File: src/rtl/sext_pkg.sv
// Shared types and helpers for the sign-extension unpack sequencer.
package sext_pkg;

  typedef enum logic [1:0] {
    SEXT_W4,
    SEXT_W8,
    SEXT_W16,
    SEXT_WRSV
  } sext_mode_e;

  typedef enum logic {
    ST_IDLE,
    ST_UNPACK
  } sext_state_e;

  function automatic int unsigned fields_per_word(
    input sext_mode_e  mode,
    input int unsigned in_w
  );
    int unsigned n;
    unique case (1'b1)
      mode == SEXT_W4: n = in_w / 4;
      mode == SEXT_W8: n = in_w / 8;
      default:         n = in_w / 16;
    endcase
    return n;
  endfunction

endpackage

File: src/rtl/sext_field.sv
// Extracts the field at idx from a packed word and extends it.
// Reserved mode decodes as 16-bit fields.
module sext_field
  import sext_pkg::*;
#(
  parameter int InWordWidth = 32,
  parameter int OutputWidth = 16,
  parameter int IdxWidth    = 3
) (
  input  logic [InWordWidth-1:0] word,
  input  sext_mode_e             mode,
  input  logic [IdxWidth-1:0]    idx,
  input  logic                   zext,
  output logic [OutputWidth-1:0] data
);

  logic [InWordWidth-1:0] sh4;
  logic [InWordWidth-1:0] sh8;
  logic [InWordWidth-1:0] sh16;
  logic [3:0]             f4;
  logic [7:0]             f8;
  logic [15:0]            f16;

  assign sh4  = word >> {idx, 2'b00};
  assign sh8  = word >> {idx, 3'b000};
  assign sh16 = word >> {idx, 4'b0000};
  assign f4   = sh4[3:0];
  assign f8   = sh8[7:0];
  assign f16  = sh16[15:0];

  always_comb begin
    data = '0;
    unique case (1'b1)
      mode == SEXT_W4:
        if (zext) data = OutputWidth'(f4);
        else      data = OutputWidth'($signed(f4));
      mode == SEXT_W8:
        if (zext) data = OutputWidth'(f8);
        else      data = OutputWidth'($signed(f8));
      default:
        if (zext) data = OutputWidth'(f16);
        else      data = OutputWidth'($signed(f16));
    endcase
  end

endmodule

File: src/rtl/sext_unpack_ctrl.sv
// Unpacks 4/8/16-bit signed fields from packed words, one per cycle.
// Define SEXT_ZERO_EXT_EN to add the cfg_unsigned zero-extension input.
module sext_unpack_ctrl
  import sext_pkg::*;
#(
  parameter int InWordWidth = 32,
  parameter int OutputWidth = 16
) (
  input  logic                   clk,
  input  logic                   rst,
  input  logic [1:0]             cfg_mode,
`ifdef SEXT_ZERO_EXT_EN
  input  logic                   cfg_unsigned,
`endif
  input  logic                   in_valid,
  output logic                   in_ready,
  input  logic [InWordWidth-1:0] in_data,
  output logic                   out_valid,
  input  logic                   out_ready,
  output logic [OutputWidth-1:0] out_data,
  output logic                   out_last,
  output logic                   busy
);

  localparam int MaxFields = InWordWidth / 4;
  localparam int IdxWidth  = $clog2(MaxFields);

  sext_state_e            state;
  sext_mode_e             mode_q;
  logic [IdxWidth-1:0]    idx;
  logic [IdxWidth-1:0]    last_idx;
  logic [InWordWidth-1:0] word_q;
  logic                   zext_q;
  logic                   zext_in;
  logic                   accept;

`ifdef SEXT_ZERO_EXT_EN
  assign zext_in = cfg_unsigned;
`else
  assign zext_in = 1'b0;
`endif

  assign last_idx  = IdxWidth'(fields_per_word(mode_q, InWordWidth) - 32'd1);
  assign out_valid = (state == ST_UNPACK);
  assign busy      = out_valid;
  assign out_last  = out_valid && (idx == last_idx);
  // Refill in the same cycle the final field leaves, so words chain without a bubble.
  assign in_ready  = (state == ST_IDLE) || (out_last && out_ready);
  assign accept    = in_valid && in_ready;

  always_ff @(posedge clk) begin
    if (rst) begin
      state  <= ST_IDLE;
      idx    <= '0;
      word_q <= '0;
      mode_q <= SEXT_W4;
      zext_q <= 1'b0;
    end else if (accept) begin
      state  <= ST_UNPACK;
      idx    <= '0;
      word_q <= in_data;
      mode_q <= sext_mode_e'(cfg_mode);
      zext_q <= zext_in;
    end else if (out_valid && out_ready) begin
      if (out_last) begin
        state <= ST_IDLE;
        idx   <= '0;
      end else begin
        idx <= idx + 1'b1;
      end
    end
  end

  sext_field #(
    .InWordWidth(InWordWidth),
    .OutputWidth(OutputWidth),
    .IdxWidth   (IdxWidth)
  ) u_field (
    .word(word_q),
    .mode(mode_q),
    .idx (idx),
    .zext(zext_q),
    .data(out_data)
  );

endmodule

File: config.mk
export PLATFORM = sky130hd
export DESIGN_NAME = sext_unpack_ctrl
export DESIGN_NICKNAME = d
export VERILOG_FILES = /design/src/rtl/sext_pkg.sv /design/src/rtl/sext_field.sv /design/src/rtl/sext_unpack_ctrl.sv
export SDC_FILE = /design/constraint.sdc
export NUM_CORES = 1
export LEC_CHECK = 0
export BUFFER_PORTS_ARGS = -buffer_cell sky130_fd_sc_hd__buf_2
export CAP_MARGIN = 20
export CORE_MARGIN = 1
export CORE_UTILIZATION = 52
export DETAILED_ROUTE_END_ITERATION = 16
export PLACE_DENSITY = 0.79
export SLEW_MARGIN = 30
export SYNTH_ARGS = -nofsm -noshare
export SYNTH_HDL_FRONTEND = slang
export SYNTH_SLANG_ARGS = --single-unit
File: constraint.sdc
create_clock -name clk -period 2.2 [get_ports clk]
set_input_delay 0.22 -clock clk [delete_from_list [all_inputs] [get_ports clk]]
set_output_delay 0.22 -clock clk [all_outputs]
set_load 0.05 [all_outputs]
Word-level counts from Yosys, hierarchy flattened
Index checks and enable logic that the tools add are counted.
Word-level totals
  flip-flop bits (word level): 38
  word-level logic and storage cells: 28
  output and inout port bits: 20
Cells by class
  shift operators: 3
  equality and inequality tests: 2
  reductions and logical operators: 10
  multiplexer cells: 6
  add/subtract/negate cells: 2
  bitwise logic cells: 1
Operators with widths (count)
  one-hot mux 16 bit (2 select lines): 1
  >> shifter 32 x 5 -> 4 bit: 1
  >> shifter 32 x 6 -> 8 bit: 1
  >> shifter 32 x 7 -> 16 bit: 1
  one-hot mux 3 bit (2 select lines): 1
  logical AND 1 bit: 4
  nonzero test 2 bit: 2
  adder 3 x 1 -> 3 bit, second input constant: 1
  equality test 3 bit: 1
  2-to-1 mux 1 bit: 3
  2-to-1 mux 3 bit: 1
  subtractor 3 x 1 -> 3 bit, second input constant: 1
  equality test 2 x 1 -> 1 bit, second input constant: 1
  zero test 2 bit: 1
  AND reduction 2 bit: 1
  OR reduction 2 bit: 1
  logical OR 1 bit: 1
  inverter 1 bit: 1

Longest topological paths before layout
Gate-level depths: netlist of run 1.
  depth after elaboration: 10
  mapped depth: 8
  mapped depth without buffers: 4

Hierarchy
From an unflattened synthesis of run 1, not the netlist that was laid out.
Unflattened totals
  cell total of the unflattened synthesis: 267
  area total of the unflattened synthesis: 2625.0 sq um
Modules (own cells, without submodules)
  sext_unpack_ctrl: instances 1, cells an instance 180, area an instance 1834.3 sq um
  sext_field: instances 1, cells an instance 87, area an instance 790.8 sq um

Worst setup path after synthesis of run 1
Ideal clock, no wire load.
  kind: reg2reg
  start: register idx[1]
  end: register state (netlist: busy)
  slack: -0.178 ns
  cell stages (with the launch flop): 6
  period minus slack after synthesis: 2.378 ns
  arrival time: 2.201 ns
  buffers on the path: 2
  required time: 2.023 ns
  setup time: 0.177 ns
  cells stage by stage: dfxtp_1 buf_6 clkbuf_1 a31oi_1 o21ai_0 a21oi_1
On the way
  cells in the longest elaborated chain, start to end: 7
  elaborated cells on any way between the ends: 9
  classes of those cells: eq/ne: 1; mux: 1; reduce/logical: 7
Ends and longest elaborated chain
  start, declared: line sext_unpack_ctrl.sv:30  | logic [IdxWidth-1:0] idx;
  start signal, assigned: line sext_unpack_ctrl.sv:69  | idx <= idx + 1'b1;
  equality test 3 bit *: line sext_unpack_ctrl.sv:46  | assign out_last = out_valid && (idx == last_idx);
  logical AND 1 bit *: line sext_unpack_ctrl.sv:46
  logical AND 1 bit *: line sext_unpack_ctrl.sv:48  | assign in_ready = (state == ST_IDLE) || (out_last && out_ready);
  logical OR 1 bit *: line sext_unpack_ctrl.sv:48
  net in_ready: line sext_unpack_ctrl.sv:16  | output logic in_ready,
  logical AND 1 bit *: line sext_unpack_ctrl.sv:49  | assign accept = in_valid && in_ready;
  nonzero test 2 bit (no source line)
  AND reduction 2 bit (no source line)
  end signal, assigned: line sext_unpack_ctrl.sv:53  | state <= ST_IDLE;
  end signal, assigned: line sext_unpack_ctrl.sv:59  | state <= ST_UNPACK;
  end signal, assigned: line sext_unpack_ctrl.sv:66  | state <= ST_IDLE;
  end, declared: line sext_unpack_ctrl.sv:28  | sext_state_e state;
The timed path passes the listed nets; every way through them passes the cells marked *.
A chain may end at the register's enable or synchronous reset.

Final worst setup path of run 1
  start: register idx[0]
  end: output out_data[4]
On the way
  cells in the longest elaborated chain, start to end: 2
  elaborated cells on any way between the ends: 4
  classes of those cells: shift: 3; mux: 1
Ends and longest elaborated chain
  >> shifter 32 x 7 -> 16 bit (tied with other cells): line sext_field.sv:26  | assign sh16 = word >> {idx, 4'b0000};
  one-hot mux 16 bit (2 select lines) *: line sext_field.sv:33  | unique case (1'b1)
  end, declared: line sext_unpack_ctrl.sv:20  | output logic [OutputWidth-1:0] out_data,
Mark *: on every way between the ends. The rest lies on a longest branch, timed or not.

==> impl_metrics.env, run 1 <==
export IMPL_grt_usage_pct=28.1
export IMPL_crit_buf_inv=1
export IMPL_postSynthAreaPerCell_um2=8.71
export IMPL_violations="setup timing"
export IMPL_synthArstFlopShare_pct=0
export IMPL_cts_made_buffers=5
export IMPL_ys_flop_type="dfxtp_1"
export IMPL_worst_clock_skew_ns=0.00329
export IMPL_clk_path_buf_depth=2
export IMPL_netlist_instances=273
export IMPL_crit_cells=5
export IMPL_clk_latency_ns=0.30
export IMPL_synth_cell_types=41
export IMPL_ff2ff_path_depth=5
export IMPL_crit_end="out_data[4]"
export IMPL_r2r_end="idx[2]$_SDFFE_PP0P_"
export IMPL_dp_cells=367
export IMPL_wl_mm=6.84
export IMPL_path_max_fanout=7
export IMPL_port_buffers=57
export IMPL_status="complete, but fails checks"
export IMPL_hold_viol=0
export IMPL_synth_nets=312
export IMPL_core_um2=4380
export IMPL_ys_seq_elements=38
export IMPL_clock_sinks=38
export IMPL_ant_nets=0
export IMPL_die_y_um=69.6
export IMPL_setup_tns_ns=-0.0109
export IMPL_slowest_stage="mux4_2"
export IMPL_synthTopCellsByArea="dfxtp_1 32%, mux4_2 12%, a21oi_1 7.4%"
export IMPL_cp_top_family="multiplexers"
export IMPL_vias=2449
export IMPL_vdd_drop_max_mv=0.446
export IMPL_gp_congestion=0.909
export IMPL_path_cells="mux4_2 > mux2i_4 > or3_4 > o221ai_1 > buf_4"
export IMPL_fin_crit_ns=2.21
export IMPL_dr_pass1_iters=4
export IMPL_final_layout_size_suffix_gt1_share_pct=34.9
export IMPL_r2r_slack_ns=0.33
export IMPL_nNetsFinal=362
export IMPL_pin_count=58
export IMPL_cap_viol_max_count=0
export IMPL_critPathMaxStageDelay_ns=0.53
export IMPL_avgViaCountPerCell=6.51
export IMPL_worst_ep_arrival_time_ns=1.99
export IMPL_cp_end_kind="primary output"
export IMPL_slew_violations=0
export IMPL_grt_pass1_wl_mm=10.7
export IMPL_root_buffer="clkbuf_8"
export IMPL_cp_start_kind="register"
export IMPL_worst_endpoint_required_ns=1.98
export IMPL_hold_path_class="primary input to register"
export IMPL_area_growth_pct=22.5
export IMPL_yosysMostFrequentCell="dfxtp_1"
export IMPL_finalCritPeriodShare_pct=100
export IMPL_hold_depth=3
export IMPL_relSlewSlack_pct=52.5
export IMPL_synth_top_area_cell="dfxtp_1"
export IMPL_first_global_vias=2184
export IMPL_worst_slack_ns=-0.0109
export IMPL_synth_top_area_share_pct=32.0
export IMPL_cp_startpoint="idx[0]$_SDFFE_PP0P_"
export IMPL_clk_pin_slew_worst_paths_ns=0.08
export IMPL_fmax_ghz=0.452
export IMPL_postPlaceCellArea_um2=2720
export IMPL_start_util_pct=54.3
export IMPL_final_area_um2=2910
export IMPL_wl_per_cell_um=18.2
export IMPL_grt_max_degree=39
export IMPL_final_util_pct=66.5
export IMPL_worst_setup_path_type="register to primary output"
export IMPL_setup_viol=1
export IMPL_ys_warn_count=0
export IMPL_tightest_slew_ns=0.713
export IMPL_drt_iter0_markers=209
export IMPL_synth_common_cells="38 x dfxtp_1, 35 x a21oi_1, 35 x nand3_1, 34 x o21ai_0, 17 x clkbuf_1"
export IMPL_p_leak_nw=1.07
export IMPL_synth_edf_count=0
export IMPL_r2r_start="idx[0]$_SDFFE_PP0P_"
export IMPL_cts_max_level=2
export IMPL_cts_tree="yes"
export IMPL_synth_area_um2=2380
export IMPL_dp_hpwl_mm=4.70
export IMPL_drc=0
export IMPL_instances_no_fill=376
export IMPL_hold_buffers=0
export IMPL_gr_total_overflow=0
export IMPL_die_w_um=69.6
export IMPL_antennaDiodeCount=0
export IMPL_powerDensity_nw_per_um2=590
export IMPL_num_rows=24
export IMPL_fillers=369
export IMPL_antenna_found_initial=0
export IMPL_ys_seq_area_share_pct=32.0
export IMPL_fp_dieArea_um2=4850
metrics by stage:
stage                     setup WS [ns]  power (mW)  hold WS [ns]
after floorplan                 0.00723        1.07         0.377
after global placement            0.255        1.18         0.463
after detailed placement          0.236        1.19         0.466
after CTS                       -0.0701        1.70         0.171
after global routing            -0.0656        1.79         0.178
final                           -0.0109        1.72         0.171
metal layers:
metal	global-route usage (%)	share of wire [%]	up-vias
li1	-	-	1129
met1	36.1	40	1173
met2	45.2	49	115
met3	4.94	6.0	32
met4	14.9	4.8	0
met5	0	0	-
worst reg2reg max path, cell delays in order, from the launching register on:
cell	delay [ns]
dfxtp_4	0.37
buf_8	0.19
and4b_1	0.22
a32o_2	0.27
or4b_4	0.52
a311oi_2	0.21
cell families (layout without fill, tap and decap cells):
logic type	Yosys count	after routing	share of synthesized area, %
compound gates	101	101	25.6
simple gates	63	64	14.9
buf+inv	41	91	8.10
flops	38	38	32.0
mux	27	27	18.2
xor+xnor	2	2	0.737
fa+ha+maj	1	1	0.526
layout make-up:
cell class,count,area (um2),share of cell area [%]
multi-input combinational,195,1490,51.0
tap,52,65.1,2.23
timing repair buffer,73,458,15.7
inverter,10,37.5,1.29
clock inverter,2,12.5,0.429
sequential,38,772,26.5
clock buffer,6,82.6,2.83
state kept, by name (all words and copies together), names as in the netlist:
| signal | cells |
|---|---|
| word_q | 32 |
| idx | 3 |
| busy | 1 |
| mode_q | 2 |
power breakdown:
group          total, mW  internal, mW  switching (mW)  leakage [nW]
Combinational      0.432         0.170           0.262         0.713
Clock              0.514         0.252           0.262        0.0472
Sequential         0.772         0.725          0.0478         0.315
Total               1.72          1.15           0.571          1.07
worst min-delay path by stage:
stage	from	to	slack (ns)
after floorplan	cfg_mode[1]	mode_q[1]$_SDFFE_PP0P_	0.38
after global placement	word_q[1]$_SDFFE_PP0P_	word_q[1]$_SDFFE_PP0P_	0.46
after detailed placement	word_q[1]$_SDFFE_PP0P_	word_q[1]$_SDFFE_PP0P_	0.47
after CTS	in_data[19]	word_q[19]$_SDFFE_PP0P_	0.17
after global routing	in_data[21]	word_q[21]$_SDFFE_PP0P_	0.18
final	in_data[19]	word_q[19]$_SDFFE_PP0P_	0.17
timing repair:
action | 4_1_cts | 5_1_grt
gates cloned | 0 | 1
setup endpoints to repair | 16 | 17
resized for setup | 13 | 16
setup buffers | 0 | 0
pin swaps | 0 | 4
cell usage in the layout (no fill, tap or decap), types with 2 or more instances in the layout:
cell	instances
inv_1	10
dfxtp_4	2
nand2_1	9
nand3b_1	2
o21ai_1	5
a2bb2oi_1	4
dfxtp_2	3
mux4_2	13
clkbuf_8	6
buf_2	44
nor2b_1	3
or3_4	2
mux2i_1	13
o221ai_1	5
o221ai_2	2
dfxtp_1	33
o211ai_1	9
buf_4	27
nand3_1	34
nor3_1	2
a21oi_1	35
o21ai_0	33
a211oi_1	3
Power figures use the tool's default switching activity.
==> run 2: changes to the inputs <==
--- a/config.mk
+++ b/config.mk
@@ -11,7 +11,9 @@
 export CORE_UTILIZATION = 52
 export DETAILED_ROUTE_END_ITERATION = 16
 export PLACE_DENSITY = 0.79
+export RECOVER_POWER = 25
 export SLEW_MARGIN = 30
 export SYNTH_ARGS = -nofsm -noshare
 export SYNTH_HDL_FRONTEND = slang
 export SYNTH_SLANG_ARGS = --single-unit
+export TNS_END_PERCENT = 50
==> run 2 against run 1 <==
Net effect: the run still ends with setup timing left; maximum frequency decreased by 0.24%; non-clock buffer count is the same; utilization shrank 0.11 points; global-route usage is the same; routed wire length shrank 1.1%; sequential share of layout area about the same; sequential power hardly changed; cell area shrank 0.17%; critical path depth is the same; worst setup slack got worse by 0.0053 ns; critical endpoint unchanged; largest cell class unchanged.
==> impl_metrics.env, run 2 (synthesized netlist as in run 1, its figures left out) <==
export IMPL_status="complete, but fails checks"
export IMPL_violations="setup timing"
export IMPL_clock_sinks=38
export IMPL_wl_met2_mm=3.27
export IMPL_setup_viol=1
export IMPL_wl_per_cell_um=18.0
export IMPL_setup_tns_ns=-0.0162
export IMPL_final_layout_size_suffix_gt1_share_pct=34.3
export IMPL_pin_count=58
export IMPL_p_leak_nw=1.07
export IMPL_tightest_slew_ns=0.719
export IMPL_final_util_pct=66.4
export IMPL_cts_tree="yes"
export IMPL_cp_end_kind="primary output"
export IMPL_dr_wl_met3_um=488
export IMPL_hold_viol=0
export IMPL_core_um2=4380
export IMPL_drc=0
export IMPL_first_global_vias=2184
export IMPL_cp_start_kind="register"
export IMPL_antenna_found_initial=0
export IMPL_antennaDiodeCount=0
export IMPL_worst_clock_skew_ns=0.00245
export IMPL_relSlewSlack_pct=52.1
export IMPL_fillers=372
export IMPL_wl_mm=6.77
export IMPL_die_w_um=69.6
export IMPL_start_util_pct=54.3
export IMPL_layout_common_cells="42 x buf_2, 35 x a21oi_1, 34 x nand3_1, 33 x o21ai_0, 33 x dfxtp_1"
export IMPL_worst_ep_arrival_time_ns=2.00
export IMPL_area_growth_pct=22.3
export IMPL_worst_slack_ns=-0.0162
export IMPL_multi_input_area_um2=1490
export IMPL_clk_pin_slew_worst_paths_ns=0.08
export IMPL_maxUsedRoutingLayer="met4"
export IMPL_vdd_drop_max_mv=0.447
export IMPL_cap_viol_max_count=0
export IMPL_root_buffer="clkbuf_8"
export IMPL_powerDensity_nw_per_um2=589
export IMPL_slew_violations=0
export IMPL_wirelength_met1_mm=2.60
export IMPL_worst_endpoint_required_ns=1.98
export IMPL_finalCritPeriodShare_pct=101
export IMPL_cts_max_level=2
export IMPL_grt_max_degree=39
export IMPL_fp_dieArea_um2=4850
export IMPL_clk_path_buf_depth=2
export IMPL_worst_setup_path_type="register to primary output"
export IMPL_largest_reg_flops=32
export IMPL_avgViaCountPerCell=6.48
export IMPL_fmax_ghz=0.451
export IMPL_grt_pass1_wl_mm=10.7
export IMPL_fin_crit_ns=2.22
export IMPL_grt_usage_pct=28.1
export IMPL_path_max_fanout=7
export IMPL_num_rows=24
export IMPL_vias=2435
export IMPL_final_common_cell="buf_2"
export IMPL_drt_iter0_markers=228
export IMPL_die_y_um=69.6
export IMPL_ant_nets=0
export IMPL_regMostFlops="word_q"
export IMPL_dp_hpwl_mm=4.70
export IMPL_seq_area_um2=772
export IMPL_port_buffers=57
export IMPL_largest_registers="word_q (32), idx (3), mode_q (2)"
export IMPL_p_total_mw=1.71
export IMPL_hold_path_class="primary input to register"
export IMPL_dr_pass1_iters=4
export IMPL_nNetsFinal=362
export IMPL_gr_total_overflow=0
export IMPL_r2r_slack_ns=0.17
export IMPL_cts_made_buffers=5
export IMPL_gp_congestion=0.909
export IMPL_clk_latency_ns=0.30
==> run 2: cell types whose count changed in the layout (fill, tap and decap cells not counted) <==
cell | previous run | this run
buf_2 | 44 | 42
clkbuf_1 | 0 | 2
buf_4 | 27 | 26
clkbuf_2 | 0 | 1
==> run 2: critical path, stage by stage (launching register included) <==
cell	delay, ns
dfxtp_4	0.38
mux4_2	0.53
mux2i_4	0.19
or3_4	0.22
o221ai_1	0.15
buf_4	0.23
==> run 2: stage by stage <==
stage	cell area [um2]	setup WS [ns]	hold slack [ns]	cells
floorplan	2390	0.00723	0.377	273
global placement	2720	0.255	0.463	367
detailed placement	2720	0.236	0.466	367
CTS	2840	-0.0701	0.171	375
global route	2910	-0.0656	0.178	376
finish	2910	-0.0162	0.171	376
==> run 2: worst paths after layout <==
path	from	end	cells after the start
setup reg to reg	idx[0]$_SDFFE_PP0P_	word_q[5]$_SDFFE_PP0P_	6
setup / recovery	idx[0]$_SDFFE_PP0P_	out_data[4]	5
hold / removal	in_data[19]	word_q[19]$_SDFFE_PP0P_	3
hold reg to reg	word_q[1]$_SDFFE_PP0P_	word_q[1]$_SDFFE_PP0P_	2
==> run 2: what timing repair did <==
| item | 4_1_cts | 5_1_grt |
|---|---|---|
| gates resized for setup | 13 | 16 |
| setup endpoints to repair | 16 | 17 |
| pin swaps | 0 | 4 |
| cloned | 0 | 1 |
| hold buffers | 0 | 0 |
| buffers inserted | 0 | 0 |
==> run 2: layout make-up <==
| type | count | area share, % |
|---|---|---|
| Multi-Input combinational cell | 195 | 51.1 |
| Sequential cell | 38 | 26.5 |
| Timing Repair Buffer | 73 | 15.6 |
| Clock buffer | 6 | 2.84 |
| Tap cell | 52 | 2.24 |
| Inverter | 10 | 1.29 |
| Clock inverter | 2 | 0.430 |
==> run 2: routing by layer <==
| layer | track usage [%] | vias up |
|---|---|---|
| met5 | 0 | - |
| met4 | 14.9 | 0 |
| met3 | 4.94 | 37 |
| met2 | 45.2 | 122 |
| met1 | 36.1 | 1147 |
| li1 | - | 1129 |
==> run 2: power by group <==
part | switching, mW | internal (mW) | leakage, nW | total, mW
clock | 0.260 | 0.252 | 0.0472 | 0.512
combinational | 0.262 | 0.169 | 0.706 | 0.430
sequential | 0.0473 | 0.725 | 0.315 | 0.772
==> run 3: changes to the inputs <==
--- a/config.mk
+++ b/config.mk
@@ -7,7 +7,7 @@
 export LEC_CHECK = 0
 export BUFFER_PORTS_ARGS = -buffer_cell sky130_fd_sc_hd__buf_2
 export CAP_MARGIN = 20
-export CORE_MARGIN = 1
+export CORE_MARGIN = 2
 export CORE_UTILIZATION = 52
 export DETAILED_ROUTE_END_ITERATION = 16
 export PLACE_DENSITY = 0.79
==> run 3 against run 2 <==
Net effect: the run now ends clean; clock skew up 0.0050 ns; combinational power down 2%; highest routed layer unchanged; largest cell class unchanged; non-clock buffer count up 1; register-to-register slack better by 0.09 ns; sequential power about the same; critical path type unchanged; maximum frequency up 2.7%; worst setup slack better by 0.058 ns; routed wire length up 0.84%; via count down 0.29%.
==> impl_metrics.env, run 3 (synthesized netlist as in run 1, its figures left out) <==
export IMPL_status="complete, no violations"
export IMPL_port_buffers=57
export IMPL_p_clk_share_pct=29.3
export IMPL_cap_viol_max_count=0
export IMPL_fin_crit_ns=2.16
export IMPL_r2r_end="word_q[18]$_SDFFE_PP0P_"
export IMPL_powerDensity_nw_per_um2=589
export IMPL_path_cells="buf_4 > or2_2 > or2_4 > o211ai_1 > buf_4"
export IMPL_ant_nets=0
export IMPL_area_growth_pct=20.9
export IMPL_tightest_slew_ns=0.731
export IMPL_final_layout_size_suffix_gt1_share_pct=33.2
export IMPL_final_util_pct=65.6
export IMPL_setup_viol=0
export IMPL_die_w_um=71.6
export IMPL_grt_max_degree=39
export IMPL_hold_buffers=0
export IMPL_wl_mm=6.82
export IMPL_fillers=364
export IMPL_clk_latency_ns=0.29
export IMPL_fmax_ghz=0.463
export IMPL_regMostFlops="word_q"
export IMPL_dpl_worst_slack_ns=0.212
export IMPL_r2r_slack_ns=0.26
export IMPL_gr_total_overflow=0
export IMPL_multi_input_area_um2=1470
export IMPL_wl_per_cell_um=18.1
export IMPL_dr_pass1_iters=6
export IMPL_cts_tree="yes"
export IMPL_critPathMostFrequentCell="buf_4"
export IMPL_seq_area_um2=771
export IMPL_cts_made_buffers=5
export IMPL_cts_max_level=2
export IMPL_critPathMaxStageDelay_ns=0.35
export IMPL_largest_registers="word_q (32), idx (3), mode_q (2)"
export IMPL_drt_iter0_markers=235
export IMPL_switching_power_mw=0.549
export IMPL_grt_pass1_wl_mm=10.9
export IMPL_worst_slack_ns=0.0422
export IMPL_fp_dieArea_um2=5130
export IMPL_path_max_fanout=13
export IMPL_worst_clock_skew_ns=0.00749
export IMPL_slew_violations=0
export IMPL_setup_tns_ns=0
export IMPL_largest_reg_flops=32
export IMPL_dp_hpwl_mm=4.74
export IMPL_final_common_cell="buf_2"
export IMPL_hold_path_class="primary input to register"
export IMPL_drc=0
export IMPL_core_um2=4380
export IMPL_r2r_start="idx[0]$_SDFFE_PP0P_"
export IMPL_hold_viol=0
export IMPL_cp_top_family="simple AND/OR/NAND/NOR gates"
export IMPL_hold_depth=3
export IMPL_clk_path_buf_depth=2
export IMPL_die_y_um=71.6
export IMPL_p_leak_nw=1.06
export IMPL_avgViaCountPerCell=6.44
export IMPL_ff2ff_path_depth=6
export IMPL_comb_power_share_pct=25.0
export IMPL_relSlewSlack_pct=51.3
export IMPL_crit_buf_inv=2
export IMPL_clk_pin_slew_worst_paths_ns=0.08
export IMPL_hold_end="word_q[12]$_SDFFE_PP0P_"
export IMPL_worst_endpoint_required_ns=1.98
export IMPL_pin_count=58
export IMPL_cp_end_kind="primary output"
export IMPL_start_util_pct=54.3
export IMPL_vdd_drop_max_mv=0.286
export IMPL_seqPwrFrac_pct=45.7
export IMPL_num_rows=24
export IMPL_root_buffer="clkbuf_8"
export IMPL_antenna_found_initial=0
export IMPL_grt_setup_unrepaired="false"
export IMPL_worst_ep_arrival_time_ns=1.94
export IMPL_gp_congestion=0.908
export IMPL_p_int_mw=1.15
export IMPL_grt_usage_pct=27.2
export IMPL_postPlaceCellArea_um2=2710
export IMPL_vias=2428
export IMPL_cp_start_kind="register"
export IMPL_first_global_vias=2277
export IMPL_swShare_pct=32.4
export IMPL_slowest_stage="dfxtp_2"
export IMPL_finalCritPeriodShare_pct=98.1
export IMPL_layout_common_cells="42 x buf_2, 35 x a21oi_1, 34 x nand3_1, 33 x o21ai_0, 32 x dfxtp_1"
export IMPL_worst_setup_path_type="register to primary output"
export IMPL_antennaDiodeCount=0
export IMPL_instances_no_fill=377
export IMPL_final_area_um2=2880
export IMPL_dp_cells=368
export IMPL_hold_start="in_data[12]"
export IMPL_clock_sinks=38
export IMPL_nNetsFinal=363
==> run 3: changes by cell type in the layout (fill, tap and decap cells not counted), moves of 2 or more <==
cell	delta
o221ai_1	+2
dfxtp_2	+2
buf_6	+2
o221ai_2	-2
clkbuf_1	+2
==> run 3: stage by stage <==
stage / power, mW / hold slack, ns
floorplan: 1.07 / 0.377
global placement: 1.18 / 0.461
detailed placement: 1.19 / 0.473
CTS: 1.69 / 0.180
global route: 1.77 / 0.192
finish: 1.69 / 0.176
==> run 3: worst max path at each step <==
stage,start,to,cells past startpoint
2_1_floorplan,idx[1]$_SDFFE_PP0P_,out_data[3],5
3_3_place_gp,idx[1]$_SDFFE_PP0P_,out_data[15],5
3_5_place_dp,idx[0]$_SDFFE_PP0P_,out_data[15],5
4_1_cts,mode_q[0]$_SDFFE_PP0P_,out_data[0],6
5_1_grt,idx[0]$_SDFFE_PP0P_,out_data[1],5
6_report,idx[1]$_SDFFE_PP0P_,out_data[11],5
==> run 3: power by group through the flow <==
stage	combinational, mW	clock (mW)	sequential (mW)
final	0.423	0.497	0.774
after global routing	0.456	0.533	0.779
after CTS	0.415	0.502	0.771
after detailed placement	0.398	0	0.787
after global placement	0.392	0	0.785
after floorplan	0.300	0	0.770
==> run 3: routing by layer <==
layer	global-route usage (%)	routed length (um)	vias to the layer above
li1	-	-	1136
met1	34.7	2700	1165
met2	45.1	3470	108
met3	4.92	462	19
met4	12.4	190	0
met5	0	0	-
==> run 3: cell type report <==
| type | count | share of cell area, % |
|---|---|---|
| Multi-Input combinational cell | 195 | 51.0 |
| Sequential cell | 38 | 26.8 |
| Timing Repair Buffer | 74 | 15.4 |
| Clock buffer | 7 | 3.00 |
| Tap cell | 52 | 2.26 |
| Inverter | 10 | 1.30 |
| Clock inverter | 1 | 0.174 |
==> run 3: worst min-delay path: stages <==
cell and delay, ns:
buf_2 0.09, o21ai_0 0.06, a21oi_1 0.06
==> run 3: what timing repair did <==
action                                  CTS  global route
resized for setup                        16            11
gates cloned                              0             1
pin swaps                                 0             2
endpoints found under the setup margin   14            16
setup buffers                             0             0
